===== config.mk =====
export PLATFORM = sky130hd
export DESIGN_NAME = fwd_hazard_tracker_flat
export DESIGN_NICKNAME = d
export VERILOG_FILES = /design/src/rtl/fwd_hazard_tracker_if.sv /design/src/rtl/fwd_hazard_tracker.sv /design/src/flat_wrapper.sv
export SDC_FILE = /design/constraint.sdc
export NUM_CORES = 1
export LEC_CHECK = 0
export BUFFER_PORTS_ARGS = -buffer_cell sky130_fd_sc_hd__buf_2
export CAP_MARGIN = 5
export CORE_AREA = 2 2 44 62
export DETAILED_ROUTE_END_ITERATION = 16
export DIE_AREA = 0 0 46 64
export HOLD_SLACK_MARGIN = 0.15
export PLACE_DENSITY = 0.73
export RECOVER_POWER = 100
export SLEW_MARGIN = 30
export SYNTH_ARGS = -nofsm -noshare
export SYNTH_HDL_FRONTEND = slang
export SYNTH_SLANG_ARGS = --single-unit

===== constraint.sdc =====
create_clock -name clk -period 1.3 [get_ports clk]
set_input_delay 0.065 -clock clk [delete_from_list [all_inputs] [get_ports clk]]
set_output_delay 0.065 -clock clk [all_outputs]
set_load 0.02 [all_outputs]

===== src/rtl/fwd_hazard_tracker_if.sv =====
// ID/EX hazard-tracking bus: ID-stage instruction fields in, stall and EX forward selects out.
// master = pipeline control side, slave = fwd_hazard_tracker.
interface fwd_hazard_tracker_if #(
    parameter int unsigned NUM_SRC = 2,
    parameter int unsigned REG_W   = 5,
    parameter int unsigned DEPTH   = 3
);
    localparam int unsigned SEL_W = $clog2(DEPTH);

    logic                     id_valid;
    logic                     id_reg_write;
    logic                     id_is_load;
    logic [REG_W-1:0]         id_rd;
    logic [NUM_SRC*REG_W-1:0] id_src;
    logic                     flush;
    logic                     stall;
    logic [NUM_SRC*SEL_W-1:0] fwd_sel;
    logic                     ex_valid;

    modport master (
        output id_valid, id_reg_write, id_is_load, id_rd, id_src, flush,
        input  stall, fwd_sel, ex_valid
    );

    modport slave (
        input  id_valid, id_reg_write, id_is_load, id_rd, id_src, flush,
        output stall, fwd_sel, ex_valid
    );
endinterface


===== src/rtl/fwd_hazard_tracker.sv =====
// Tracks in-flight writers through DEPTH post-ID stages; drives EX forward selects and ID load-use
// stall. Define HAZARD_STATS_EN to add saturating stall_cycles / fwd_events counters.
module fwd_hazard_tracker #(
    parameter int unsigned NUM_SRC  = 2,
    parameter int unsigned REG_W    = 5,
    parameter int unsigned ZERO_REG = 31,
    parameter int unsigned DEPTH    = 3,
    parameter int unsigned LOAD_LAT = 1
) (
    input  logic clk,
    input  logic reset,
    fwd_hazard_tracker_if.slave bus
`ifdef HAZARD_STATS_EN
    ,
    output logic [31:0] stall_cycles,
    output logic [31:0] fwd_events
`endif
);
    localparam int unsigned SEL_W = $clog2(DEPTH);
    localparam logic [REG_W-1:0] ZeroReg = REG_W'(ZERO_REG);

    logic [DEPTH-1:0]         valid_q;
    logic [DEPTH-1:0]         rw_q;
    logic [DEPTH-1:0]         ld_q;
    logic [REG_W-1:0]         rd_q  [DEPTH];
    logic [REG_W-1:0]         src_q [NUM_SRC];
    logic [DEPTH-1:0]         eff;
    logic                     stall_hit;
    logic                     stall;
    logic                     load_id;
    logic [NUM_SRC*SEL_W-1:0] sel;

    always_comb begin
        for (int unsigned j = 0; j < DEPTH; j++) begin
            eff[j] = valid_q[j] && rw_q[j] && (rd_q[j] != ZeroReg);
        end
    end

    // Scan oldest to youngest so the youngest matching writer overrides.
    always_comb begin
        sel = '0;
        for (int unsigned i = 0; i < NUM_SRC; i++) begin
            for (int unsigned j = DEPTH - 1; j >= 1; j--) begin
                if (valid_q[0] && eff[j] && (rd_q[j] == src_q[i])) begin
                    sel[i*SEL_W +: SEL_W] = SEL_W'(j);
                end
            end
        end
    end

    // Only loads younger than LOAD_LAT stages have data that cannot yet be forwarded.
    always_comb begin
        stall_hit = 1'b0;
        for (int unsigned j = 0; j < DEPTH; j++) begin
            for (int unsigned i = 0; i < NUM_SRC; i++) begin
                if ((j < LOAD_LAT) && eff[j] && ld_q[j] &&
                    (rd_q[j] == bus.id_src[i*REG_W +: REG_W])) begin
                    stall_hit = 1'b1;
                end
            end
        end
    end

    assign stall        = bus.id_valid && !bus.flush && stall_hit;
    assign load_id      = bus.id_valid && !stall && !bus.flush;
    assign bus.stall    = stall;
    assign bus.fwd_sel  = sel;
    assign bus.ex_valid = valid_q[0];

    always_ff @(posedge clk) begin
        if (reset) begin
            valid_q <= '0;
            rw_q    <= '0;
            ld_q    <= '0;
        end else begin
            valid_q <= {valid_q[DEPTH-2:0], load_id};
            rw_q    <= {rw_q[DEPTH-2:0], load_id && bus.id_reg_write};
            ld_q    <= {ld_q[DEPTH-2:0], load_id && bus.id_is_load};
        end
    end

    // Tags are qualified by the valid bits, so they need no reset.
    always_ff @(posedge clk) begin
        rd_q[0] <= bus.id_rd;
        for (int unsigned j = 1; j < DEPTH; j++) begin
            rd_q[j] <= rd_q[j-1];
        end
        for (int unsigned i = 0; i < NUM_SRC; i++) begin
            src_q[i] <= bus.id_src[i*REG_W +: REG_W];
        end
    end

`ifdef HAZARD_STATS_EN
    logic [31:0] n_fwd;
    logic [32:0] fe_sum;

    always_comb begin
        n_fwd = '0;
        for (int unsigned i = 0; i < NUM_SRC; i++) begin
            if (valid_q[0] && (sel[i*SEL_W +: SEL_W] != '0)) begin
                n_fwd = n_fwd + 32'd1;
            end
        end
        fe_sum = {1'b0, fwd_events} + {1'b0, n_fwd};
    end

    always_ff @(posedge clk) begin
        if (reset) begin
            stall_cycles <= '0;
            fwd_events   <= '0;
        end else begin
            if (stall && (stall_cycles != '1)) begin
                stall_cycles <= stall_cycles + 32'd1;
            end
            fwd_events <= fe_sum[32] ? '1 : fe_sum[31:0];
        end
    end
`endif
endmodule


===== src/flat_wrapper.sv =====
// flat-port wrapper written by rule: the top's interface ports become plain ports
module fwd_hazard_tracker_flat 
#(
    parameter int unsigned NUM_SRC  = 2,
    parameter int unsigned REG_W    = 5,
    parameter int unsigned ZERO_REG = 31,
    parameter int unsigned DEPTH    = 3,
    parameter int unsigned LOAD_LAT = 1
)
  (clk, reset, bus_id_valid, bus_id_reg_write, bus_id_is_load, bus_id_rd, bus_id_src, bus_flush, bus_stall, bus_fwd_sel, bus_ex_valid);
  fwd_hazard_tracker_if #(.NUM_SRC(NUM_SRC), .REG_W(REG_W), .DEPTH(DEPTH)) bus_i ();
  input  logic clk;
  input  logic reset;
  input wire logic [$bits(bus_i.id_valid)-1:0] bus_id_valid;
  input wire logic [$bits(bus_i.id_reg_write)-1:0] bus_id_reg_write;
  input wire logic [$bits(bus_i.id_is_load)-1:0] bus_id_is_load;
  input wire logic [$bits(bus_i.id_rd)-1:0] bus_id_rd;
  input wire logic [$bits(bus_i.id_src)-1:0] bus_id_src;
  input wire logic [$bits(bus_i.flush)-1:0] bus_flush;
  output wire logic [$bits(bus_i.stall)-1:0] bus_stall;
  output wire logic [$bits(bus_i.fwd_sel)-1:0] bus_fwd_sel;
  output wire logic [$bits(bus_i.ex_valid)-1:0] bus_ex_valid;
  assign bus_i.id_valid = bus_id_valid;
  assign bus_i.id_reg_write = bus_id_reg_write;
  assign bus_i.id_is_load = bus_id_is_load;
  assign bus_i.id_rd = bus_id_rd;
  assign bus_i.id_src = bus_id_src;
  assign bus_i.flush = bus_flush;
  assign bus_stall = bus_i.stall;
  assign bus_fwd_sel = bus_i.fwd_sel;
  assign bus_ex_valid = bus_i.ex_valid;
  fwd_hazard_tracker #(.NUM_SRC(NUM_SRC), .REG_W(REG_W), .ZERO_REG(ZERO_REG), .DEPTH(DEPTH), .LOAD_LAT(LOAD_LAT)) u_core (.clk(clk), .reset(reset), .bus(bus_i));
endmodule

# Yosys cells after proc, flatten, opt, wreduce, memory -nomap -nowiden
# Memories as Yosys holds them, arrays and structs flattened.
# Cells that the tools add are included.
[word_totals] regBits=7 ram_bits=25 in_bits=21 output_inout_bits=6 elab_cells=43 memories=2
[op_classes] eq_ne=9 mux=6 reduce_logical=23
[mem_list] name="u_core.rd_q" words=3 width=5 rd=3 rd_ports_with_merged_regs=0 write_ports=3 line_no="fwd_hazard_tracker.sv:25" text="logic [REG_W-1:0] rd_q [DEPTH];"
[mem_list] name="u_core.src_q" words=2 width=5 rd=2 rd_ports_with_merged_regs=0 write_ports=2 line_no="fwd_hazard_tracker.sv:26" text="logic [REG_W-1:0] src_q [NUM_SRC];"
[ops] cell="5-bit equality test" n=6
[ops] cell="1-bit logical AND" n=21
[ops] cell="5-bit != test, second input constant" n=3
[ops] cell="2-bit two-way mux" n=4
[ops] cell="1-bit logical NOT" n=2
[ops] cell="1-bit two-way mux" n=2

# Logic depth before layout (Yosys ltp)
[logic_depth] depth_word=11 mapped_depth=4 ltp_nobuf=4

# Worst setup path before layout
# Ideal clock, no wire load.
[synth_path] path_type="register to output" from="register u_core.valid_q[0]" to="output bus_fwd_sel[1]" arrival_ns=1.472 required_ns=1.235 path_slack_ns=-0.237 stages_incl_launch_ff=4 path_buffers=0 path_cell_list="dfxtp_1 > o2111ai_2 > nor4_2 > nor4_2"
[synth_between] elab_chain_cells=4 elab_cells_between_ends=6 classes_between="2 x mux; 4 x reduce/logical"
[synth_lines] item="start, declared" line_no="fwd_hazard_tracker.sv:22" text="logic [DEPTH-1:0] valid_q;"
[synth_lines] item="start signal, assigned" line_no="fwd_hazard_tracker.sv:76" text="valid_q <= {valid_q[DEPTH-2:0], load_id};"
[synth_lines] item="1-bit logical AND (2 in a row)" line_no="fwd_hazard_tracker.sv:44" text="if (valid_q[0] && eff[j] && (rd_q[j] == src_q[i])) begin"
[synth_lines] item="2-bit two-way mux" line_no="fwd_hazard_tracker.sv:44"
[synth_lines] item="2-bit two-way mux *" line_no="fwd_hazard_tracker.sv:44"
[synth_lines] item="end, declared" line_no="flat_wrapper.sv:21" text="output wire logic [$bits(bus_i.fwd_sel)-1:0] bus_fwd_sel;"
# Every way passes the cells marked *; elsewhere a longest branch is shown, timed or not.

==> results.md <==
* Final period utilization at 134%
* Final setup vio count at 6
* Post-DP Area at 1410 sq um
* Clock tree sinks at 32
* Number of cells produced by synthesis at 96
* Final ANT Viol Nets at 0
* Average wire per standard cell at 14.4 um
* Leading cell types in the layout, fill and taps excluded: sky130_fd_sc_hd__dfxtp_1, sky130_fd_sc_hd__dlygate4sd3_1, sky130_fd_sc_hd__xnor2_1
* Post-DP HPWL at 1700 um
* First-pass iteration count of the detailed router at 2
* Crit path capture type: primary output
* Footprint of the flip-flops and latches at 653 sq um
* Class of the tightest hold or removal check: in2reg
* TritonCTS clock tree: yes
* Port bufs at 26
* Root cell of the clock tree: sky130_fd_sc_hd__clkbuf_4
* Clock buffer count from CTS at 5
* Count of unique library cells instantiated by Yosys at 18
* RSZ-0062 raised after global routing: true
* Final Hold Vio Count at 0
* Share of total power in sequential cells at 49.2%
* Die Footprint at 2940 sq um
* Longest Clk Path Bufs at 2
* Cell Int Power at 1.70 mW
* Clock latency reported for the late side of the worst-skew pair at 0.33 ns
* Via total after detailed routing at 927
* Max-cap check violation count at 0
* Setup Skew at 0.0146 ns
* Data arrival time of the critical path at 1.67 ns
* Net Sw Frac at 22.4%
* Sum of overflow across all layers after global routing at 0
* First-iteration detailed-routing DRC count at 9
* Number of cell instances on the worst register-to-register path at 4
* Number of cells traversed by the worst hold path at 2
* Mapped Nets at 117
* Y dimension of the die at 64 um
* Antenna violations before repair at 0
* Leakage power summed over all cells at 0.746 nW
* Gp weighted congestion at 0.824
* Area growth from synthesis to layout at 64.3%
* Synth warnings at 0
* # fillers at 155
* Least-Margin Pin Slew at 0.361 ns
* Starting density of the core at 48.4%
* Layout net count at 182
* Wire length of the first global-routing pass at 4220 um
* Proportion of synthesized flip-flops having asynchronous set or reset at 0%
* Violated checks: setup timing
* Clock slew at reported path FFs at 0.10 ns
* Overall global routing resource usage at 20.5%
* Largest net degree at the start of global routing at 11
* Worst Setup Path Type: reg2out
* Io pins at 27
* Final slew viol count at 0
* Pwr Density at 1170 nW/um^2
* Synthesized area per cell at 11.9 sq um
* Chip width at 46 um
* Status: finished with violations
* Core area at 2360 sq um
* Most common cell after layout, fill and taps aside: sky130_fd_sc_hd__dfxtp_1
* Top fanout value on the critical path at 4
* Worst max-slew margin expressed relative to the limit at 75.9%
* CP Launch Type: flip-flop
* Remaining design rule violation count at 0
* Min Clock Period, post-route at 1.74 ns
* Total non-filler cell area in the finished layout at 1880 sq um
* Final antenna diode count at 0
* Count of flip-flops with a built-in enable after synthesis at 0
* Total Power Consumption at 2.19 mW
* Post-Synthesis Cell Area at 1140 sq um
* Number of H-tree levels at 2
* Fraction of power consumed by the clock network at 37.9%
* Fmax at 575 MHz
* Number of standard-cell rows in the floorplan at 21
* Area of the multi-input gates at 671 sq um
* Vias per inst at 5.01
* IR Drop Worst-Case VDD at 0.00126 V
* Crit path setup slack, layout at -0.440 ns
* Required time of the worst setup path at 1.24 ns
* Total of flip-flops plus latches after synthesis at 32
* Primary flip-flop cell chosen by synthesis mapping: sky130_fd_sc_hd__dfxtp_1
* Net switching power figure at 0.492 mW
* Via count of the first global-routing pass at 969
* Sequential area share after synthesis at 56.0%
* Portion of total power attributed to combinational logic at 12.9%
* Share of layout cells above drive strength 1 at 37.7%
* Total length of routed wires at 2660 um
-- layer usage --
metal | routed length, um | global-route usage, % | vias up
met4 | 47 | 10.7 | 0
li1 | - | - | 460
met1 | 1020 | 22.3 | 440
met5 | 0 | 0 | -
met2 | 1510 | 33.2 | 20
met3 | 89 | 7.63 | 7
-- sequential cells by signal (all words and copies together) (netlist names) --
| name | cells |
|---|---|
| u_core.src_q | 10 |
| u_core.rw_q | 3 |
| u_core.ld_q | 1 |
| u_core.rd_q | 15 |
| u_core.valid_q | 3 |
-- stage by stage --
step	worst slack (ns)	setup TNS [ns]	hold WS, ns	utilization (%)	instances
3_3_place_gp	-0.0550	-0.103	0.168	59.5	154
4_1_cts	-0.409	-1.68	0.358	78.3	186
2_1_floorplan	0.00202	0	0.0927	-	96
5_1_grt	-0.530	-2.46	0.356	79.5	185
6_report	-0.440	-1.82	0.378	79.5	185
3_5_place_dp	-0.0497	-0.169	0.169	59.5	154
-- path summary, 6_finish.rpt --
kind / from / end / slack, ns
worst min-delay path: bus_id_rd[3] / u_core.rd_q[0][3]$_DFF_P_ / 0.38
worst max-delay path: u_core.rd_q[0][5]$_DFF_P_ / bus_fwd_sel[3] / -0.44
worst min register to register: u_core.rd_q[0][0]$_DFF_P_ / u_core.rd_q[0][5]$_DFF_P_ / 0.41
worst max register to register: u_core.rd_q[0][1]$_DFF_P_ / u_core.valid_q[0]$_SDFF_PP0_ / -0.06
-- power by group through the flow --
stage / logic, mW / registers, mW / clock network (mW)
6_report: 0.283 / 1.08 / 0.831
5_1_grt: 0.303 / 1.09 / 0.892
4_1_cts: 0.268 / 1.08 / 0.842
3_5_place_dp: 0.196 / 1.09 / 0
3_3_place_gp: 0.190 / 1.09 / 0
2_1_floorplan: 0.114 / 1.09 / 0
-- layout make-up --
class                      count  area share (%)
multi-input combinational     62            35.7
sequential                    32            34.7
timing repair buffer          58            22.6
clock buffer                   7            3.46
clock inverter                 1            1.60
tap                           23            1.53
inverter                       2           0.399
-- synth_stat cells, drive strengths merged, types with 2 or more instances --
master | number | area (sq um)
and3 | 3 | 18.8
nor2b | 4 | 25.0
nor4 | 4 | 50.1
xor2 | 8 | 70.1
nand2 | 2 | 7.51
a21oi | 2 | 10.0
inv | 2 | 7.50
dfxtp | 32 | 641
a31oi | 2 | 12.5
xnor2 | 22 | 193
nand3b | 2 | 15.0
nand3 | 6 | 30.0
nand4 | 3 | 18.8
-- worst max-delay path, stage by stage (launching register included) --
cell,delay (ns)
sky130_fd_sc_hd__dfxtp_4,0.39
sky130_fd_sc_hd__nand4_1,0.16
sky130_fd_sc_hd__o2111ai_4,0.30
sky130_fd_sc_hd__nor4_4,0.07
sky130_fd_sc_hd__nor4_4,0.26
sky130_fd_sc_hd__buf_4,0.17
-- cells by family after synthesis --
kind of cell	Yosys count	share of synthesized area, %
XOR/XNOR	30	23.0
flip-flops	32	56.0
buffers and inverters	2	0.655
AO/OA/AOI/OAI	7	5.68
AND/OR/NAND/NOR	25	14.8
-- timing repair --
item / 4_1_cts / 5_1_grt
setup buffers: 3 / 0
hold endpoints to repair: 22 / 0
resized for setup: 28 / 14
pin swaps: 9 / 6
hold buffers: 21 / 0
endpoints found under the setup margin: 5 / 8
(Power assumes the default switching activity.)
